**src/rtl/div_pkg.sv**
```systemverilog
// Shared constants and state encoding for the sequential restoring divider.
package div_pkg;

    localparam int DIV_N  = 8;
    localparam int DIV_RW = DIV_N + 1;

    typedef enum logic [1:0] {
        IDLE = 2'd0,
        CALC = 2'd1,
        DONE = 2'd2
    } div_state_t;

endpackage

```
**src/rtl/div_step.sv**
```systemverilog
// One restoring-division iteration: shift in the next dividend bit, trial-subtract
// the divisor and keep or restore the partial remainder.
module div_step
    import div_pkg::*;
#(
    parameter int N = DIV_N
) (
    input  logic [N:0]   r,
    input  logic [N-1:0] q,
    input  logic [N-1:0] dv,
    output logic [N:0]   r_next,
    output logic [N-1:0] q_next
);

    logic [N:0]   trial;
    logic [N+1:0] diff;
    logic         unused_r_msb;

    // The partial remainder never exceeds the divisor, so its top bit is always 0.
    assign unused_r_msb = r[N];

    assign trial = {r[N-1:0], q[N-1]};
    assign diff  = {1'b0, trial} - {2'b00, dv};

    always_comb begin
        if (diff[N+1]) begin
            r_next = trial;
            q_next = {q[N-2:0], 1'b0};
        end else begin
            r_next = diff[N:0];
            q_next = {q[N-2:0], 1'b1};
        end
    end

endmodule

```
**src/rtl/div_seq.sv**
```systemverilog
// Sequential unsigned restoring divider, one quotient bit per clock.
// Optional DIV_ZERO_DET_EN: a zero divisor skips the iterations and raises div_zero.
module div_seq
    import div_pkg::*;
#(
    parameter int N = DIV_N
) (
    input  logic         clk,
    input  logic         rst,
    input  logic         inicio,
    input  logic [N-1:0] dividendo,
    input  logic [N-1:0] divisor,
    output logic [N-1:0] quoc,
    output logic [N:0]   rest,
    output logic         fim_div,
    output logic         ocupado,
    output logic         div_zero
);

    localparam int             CW       = (N > 1) ? $clog2(N) : 1;
    localparam logic [CW-1:0]  CNT_LAST = CW'(N - 1);

    div_state_t     state_reg, state_next;
    logic [N:0]     r_reg;
    logic [N-1:0]   q_reg;
    logic [N-1:0]   dv_reg;
    logic [CW-1:0]  cnt_reg;
    logic [N-1:0]   quoc_reg;
    logic [N:0]     rest_reg;
    logic [N:0]     r_step;
    logic [N-1:0]   q_step;
    logic           accept;
    logic           last_iter;

    div_step #(.N(N)) u_step (
        .r      (r_step_in_r()),
        .q      (q_reg),
        .dv     (dv_reg),
        .r_next (r_step),
        .q_next (q_step)
    );

    function automatic logic [N:0] r_step_in_r();
        return r_reg;
    endfunction

    assign last_iter = (cnt_reg == CNT_LAST);

    always_ff @(posedge clk or negedge rst) begin
        if (!rst) begin
            state_reg <= IDLE;
        end else begin
            state_reg <= state_next;
        end
    end

    always_comb begin
        state_next = state_reg;
        accept     = 1'b0;
        fim_div    = 1'b0;
        ocupado    = 1'b0;
        case (state_reg)
            IDLE: begin
                if (inicio) begin
                    accept = 1'b1;
`ifdef DIV_ZERO_DET_EN
                    state_next = (divisor == '0) ? DONE : CALC;
`else
                    state_next = CALC;
`endif
                end
            end
            CALC: begin
                ocupado = 1'b1;
                if (last_iter) begin
                    state_next = DONE;
                end
            end
            DONE: begin
                ocupado    = 1'b1;
                fim_div    = 1'b1;
                state_next = IDLE;
            end
            default: begin
                state_next = IDLE;
            end
        endcase
    end

    always_ff @(posedge clk or negedge rst) begin
        if (!rst) begin
            r_reg    <= '0;
            q_reg    <= '0;
            dv_reg   <= '0;
            cnt_reg  <= '0;
            quoc_reg <= '0;
            rest_reg <= '0;
        end else if (accept) begin
            r_reg   <= '0;
            q_reg   <= dividendo;
            dv_reg  <= divisor;
            cnt_reg <= '0;
`ifdef DIV_ZERO_DET_EN
            if (divisor == '0) begin
                quoc_reg <= '1;
                rest_reg <= {1'b0, dividendo};
            end
`endif
        end else if (state_reg == CALC) begin
            r_reg   <= r_step;
            q_reg   <= q_step;
            cnt_reg <= cnt_reg + 1'b1;
            if (last_iter) begin
                quoc_reg <= q_step;
                rest_reg <= r_step;
            end
        end
    end

`ifdef DIV_ZERO_DET_EN
    logic dz_reg;

    // Flag follows each accepted request: set by a zero divisor, cleared by any other.
    always_ff @(posedge clk or negedge rst) begin
        if (!rst) begin
            dz_reg <= 1'b0;
        end else if (accept) begin
            dz_reg <= (divisor == '0);
        end
    end

    assign div_zero = dz_reg;
`else
    assign div_zero = 1'b0;
`endif

    assign quoc = quoc_reg;
    assign rest = rest_reg;

endmodule
```
**config.mk**
```make
export PLATFORM = sky130hd
export DESIGN_NAME = div_seq
export DESIGN_NICKNAME = d
export VERILOG_FILES = /design/src/rtl/div_pkg.sv /design/src/rtl/div_step.sv /design/src/rtl/div_seq.sv
export SDC_FILE = /design/constraint.sdc
export NUM_CORES = 1
export LEC_CHECK = 0
export BUFFER_PORTS_ARGS = -buffer_cell sky130_fd_sc_hd__buf_2
export CAP_MARGIN = 30
export CORE_MARGIN = 4
export CORE_UTILIZATION = 50
export DETAILED_ROUTE_END_ITERATION = 10
export GPL_TIMING_DRIVEN = 0
export PLACE_DENSITY = 0.74
export SKIP_CTS_REPAIR_TIMING = 1
export SYNTH_ARGS = -nofsm -noshare
export SYNTH_HDL_FRONTEND = slang
export SYNTH_SLANG_ARGS = --single-unit
```
**constraint.sdc**
```tcl
create_clock -name clk -period 5.24 [get_ports clk]
set_input_delay 0.786 -clock clk [delete_from_list [all_inputs] [get_ports clk]]
set_output_delay 0.786 -clock clk [all_outputs]
set_load 0.1 [all_outputs]
```
# Word level (Yosys, flattened, before mapping)
# Cells that the tools add are included.
[totals]
ff_bits = 46
latchBits = 0
ram_bits = 0
mem_bits_ro = 0
output_inout_bits = 20
wordCells = 35
memories = 0
[op_classes]
n_addsub = 2
mul = 0
div_mod_pow = 0
magnitude_cmp = 0
n_eq_ne = 5
shift = 0
muxes = 15
n_bitwise = 1
n_reduce_logical = 5
[op_table]
columns = ["operator", "count"]
rows = [
  ["8-bit two-way mux", 4],
  ["9-bit by 8-bit subtractor with 10-bit output", 1],
  ["9-bit two-way mux", 1],
  ["3-bit two-way mux", 2],
  ["1-bit two-way mux", 5],
  ["2-bit two-way mux", 2],
  ["2-bit != test (second input constant)", 2],
  ["2-bit one-hot mux with 2 select lines", 1],
  ["3-bit by 1-bit adder with 3-bit output (second input constant)", 1],
  ["3-bit == test (second input constant)", 1],
  ["3-bit AND reduction", 1],
  ["2-bit by 1-bit == test with 1-bit output (second input constant)", 1],
  ["2-bit == test (second input constant)", 1],
  ["2-bit logical NOT", 1],
  ["2-bit AND reduction", 1],
  ["2-bit nonzero test", 1],
  ["2-bit OR reduction", 1],
  ["1-bit inverter", 1],
]

# Longest topological paths before layout
[logic_depth]
word_depth = 4
mapped_depth = 8

# Cells and area by module
# Synthesis repeated with hierarchy kept, for this count alone.
[unflattened]
cells_unflattened = 238
hier_area_um2 = 2591.2
[by_module_without_submodules]
columns = ["mod", "n_inst", "cells_per_inst", "area_per_inst_um2"]
rows = [
  ["div_seq", 1, 164, 2031.9],
  ["div_step", 1, 74, 559.3],
]

# Worst setup path after synthesis
# OpenSTA, ideal clock, no wires.
[synth_path]
path_kind = "register -> output"
from = "register state_reg[0]"
to = "output port fim_div"
arrival_ns = 1.256
required_time_ns = 4.454
setup_slack_ns = 3.198
path_stages_with_launch = 3
n_path_buf = 0
path_cell_list = "dfrtp_1 > inv_1 > ha_1"
[synth_between]
elab_chain_cells = 2
[synth_rtl]
columns = ["item", "line", "rtl"]
rows = [
  ["start, declared", "div_seq.sv:23", "div_state_t state_reg, state_next;"],
  ["start signal, assigned", "div_seq.sv:53", "state_reg <= state_next;"],
  ["2-bit == test", "div_seq.sv:62", "case (state_reg)"],
  ["1-bit two-way mux", "div_seq.sv:62", ""],
  ["end, declared", "div_seq.sv:15", "output logic fim_div,"],
]
# No other way between the ends.

# Worst setup path in the final report
[layout_path]
from = "register state_reg[0]"
to = "output port ocupado"
[layout_between]
elab_chain_cells = 3
[layout_rtl]
columns = ["item", "line", "rtl"]
rows = [
  ["2-bit by 1-bit == test with 1-bit output / 2-bit == test (equally long branches)", "div_seq.sv:62", ""],
  ["2-bit OR reduction (no source line) (*)", "n/a", ""],
  ["1-bit two-way mux (*)", "div_seq.sv:62", ""],
  ["end, declared", "div_seq.sv:16", "output logic ocupado,"],
]
# Every way passes the cells marked *; elsewhere a longest branch is shown, timed or not.

==> out/qor.yml <==
syn-cell-area_um2: 2430
final_layout_size_suffix_gt1_share_pct: 19.2
cap_violations: 0
start_kind: "flip-flop"
drt-total-wl_um: 5470
synthArstFlopShare_pct: 100
grt_pass1_wl_um: 9140
synth_top_area_cell: "dfrtp_1"
yosysMostFrequentCell: "dfrtp_1"
fin_util_pct: 59.9
clockBufferDepth: 2
cts.sinks: 46
status: "finished, final reports clean"
syn_inst: 246
reg2reg_from: "r_reg[6]"
core_um2: 4720
yosysTopAreaCellShare_pct: 47.4
clk_pin_slew_ns: 0.08
period_minus_slack_ns: 2.22
avgViaCountPerCell: 5.42
dr.pass1.iters: 5
grt_pass1_vias: 1887
place.gp.congestion: 0.916
grt_max_degree: 29
fin_crit_sh_pct: 42.3
worstPathMaxFanout: 4
synth.area.top_cells: "dfrtp_1 47%, ha_1 7.2%, nand2_1 4.8%"
hold_violations: 0
route.met2.wl_um: 2600
r2r_end: "rest[8]"
tightest_slew_ns: 0.658
numCtsBuffers: 5
drv_slew: 0
end_kind: "output port"
cts_tree: "built"
die_y_um: 77.7
hold_class: "in -> async"
gr-total-overflow: 0
ant_nets: 0
synth_warnings: 0
ios: 39
route.detailed.drc: 0
num_rows: 25
ys_types: 45
rsz0062_at_grt: "false"
io_buffers: 37
synth_area_per_cell_um2: 9.87
die_w_um: 77.7
largest_reg_flops: 9
vias: 1947
ys_ff_latch: 46
fill_cells: 422
nets: 325
cp.arrival_ns: 1.43
syn_nets: 280
cts-root-buf: "clkbuf_8"
r2r_slack_ns: 3.14
dieArea_um2: 6040
critical_path_class: "reg -> out"
drtIter0Drc: 151
clock.fmax_mhz: 451
wl_met3_um: 243
htreeDepth: 2
synth_ff_type: "dfrtp_1"
setup_viol: 0
required_ns: 4.45
yosys-top-cells-count: "46 x dfrtp_1, 31 x nand2_1, 16 x a31oi_1, 16 x inv_1, 16 x nor2_1"
start_util_pct: 51.4
maxSlewHeadroom_pct: 56.2
antenna_cells: 0
final.setup.tns_ns: 0
antenna_found_initial: 0
grtUsageTotal_pct: 19.4
wl_met1_um: 2560
whs_ns: 0.416
top_layer_used: "met4"
hpwlAfterDp_um: 4070
synth_edf_count: 0
syn_to_final_growth_pct: 16.4
clk_latency_ns: 0.30
fin_skew_ns: 0.00228
ys_seq_area_share_pct: 47.4
reg2reg_depth: 6
avgRoutedWirePerCell_um: 15.2
[metal layers]
| metal | vias to the layer above | GRT usage [%] |
|---|---|---|
| met5 | - | 0 |
| met4 | 0 | 6.58 |
| met3 | 4 | 4.29 |
| met2 | 50 | 30.5 |
| met1 | 949 | 26.5 |
| li1 | 944 | - |
[kinds of logic (layout without fill, tap and decap cells)]
| logic type | Yosys count | after routing | synth area share, % |
|---|---|---|---|
| AO/OA/AOI/OAI | 65 | 65 | 17.1 |
| XOR/XNOR | 4 | 4 | 1.44 |
| adder cells (fa/ha/maj) | 15 | 15 | 8.04 |
| buffers and inverters | 29 | 75 | 5.05 |
| flip-flops | 46 | 46 | 47.4 |
| multiplexers | 17 | 17 | 7.37 |
| other | 1 | 1 | 0.154 |
| AND/OR/NAND/NOR | 69 | 69 | 13.4 |
[critical path, cell delays in order, from the launching register on]
cell and delay [ns]:
dfrtp_1 0.36, inv_1 0.08, ha_1 0.28, buf_2 0.41
[area by class of cell]
type	instances	area, µm²	area share (%)
Sequential cell	46	1150	40.7
Tap cell	67	83.8	2.96
Clock inverter	2	37.5	1.33
Multi-Input combinational cell	171	1150	40.8
Inverter	16	60.1	2.12
Buffer	13	62.6	2.21
Timing Repair Buffer	38	205	7.26
Clock buffer	6	72.6	2.57
[cells in the final DEF (no fill, tap or decap), drive strengths merged]
cell      count
buf          44
mux2          7
nor2         16
a21oi         6
nand3         4
and4b         1
inv          16
nor2b         3
a221oi        1
ha           14
and2          1
bufinv        1
nand3b        1
o21a          2
o211ai        1
and4          1
clkbuf       13
nand2        32
o2111ai       1
a41oi         1
nand2b        5
o31ai         1
fa            1
nor3b         1
and3          1
xor2          1
a21o          3
conb          1
o32ai         2
o2bb2ai       1
clkinvlp      1
xnor2         3
or3           2
dfrtp        46
or2           1
mux2i        10
o21ai        30
a31oi        16
[worst max-delay path by stage]
stage,from,endpoint,slack [ns],cells past startpoint
after global routing,state_reg[0],ocupado,2.93,3
after global placement,inicio,rest[1],3.08,6
final,state_reg[0],ocupado,3.02,3
after floorplan,state_reg[0],fim_div,3.20,2
after detailed placement,inicio,rest[8],3.09,6
after CTS,state_reg[0],ocupado,3.01,3
[through the flow]
stage	worst slack, ns	cells	instance area, µm²
after global placement	3.08	350	2700
after CTS	3.01	359	2830
after global routing	2.93	359	2830
after floorplan	3.20	246	2430
after detailed placement	3.09	351	2720
final	3.02	359	2830
Power is left out: the tool's default activity adds up to more than one toggle a clock period on the data nets, which glitch-free logic cannot reach.
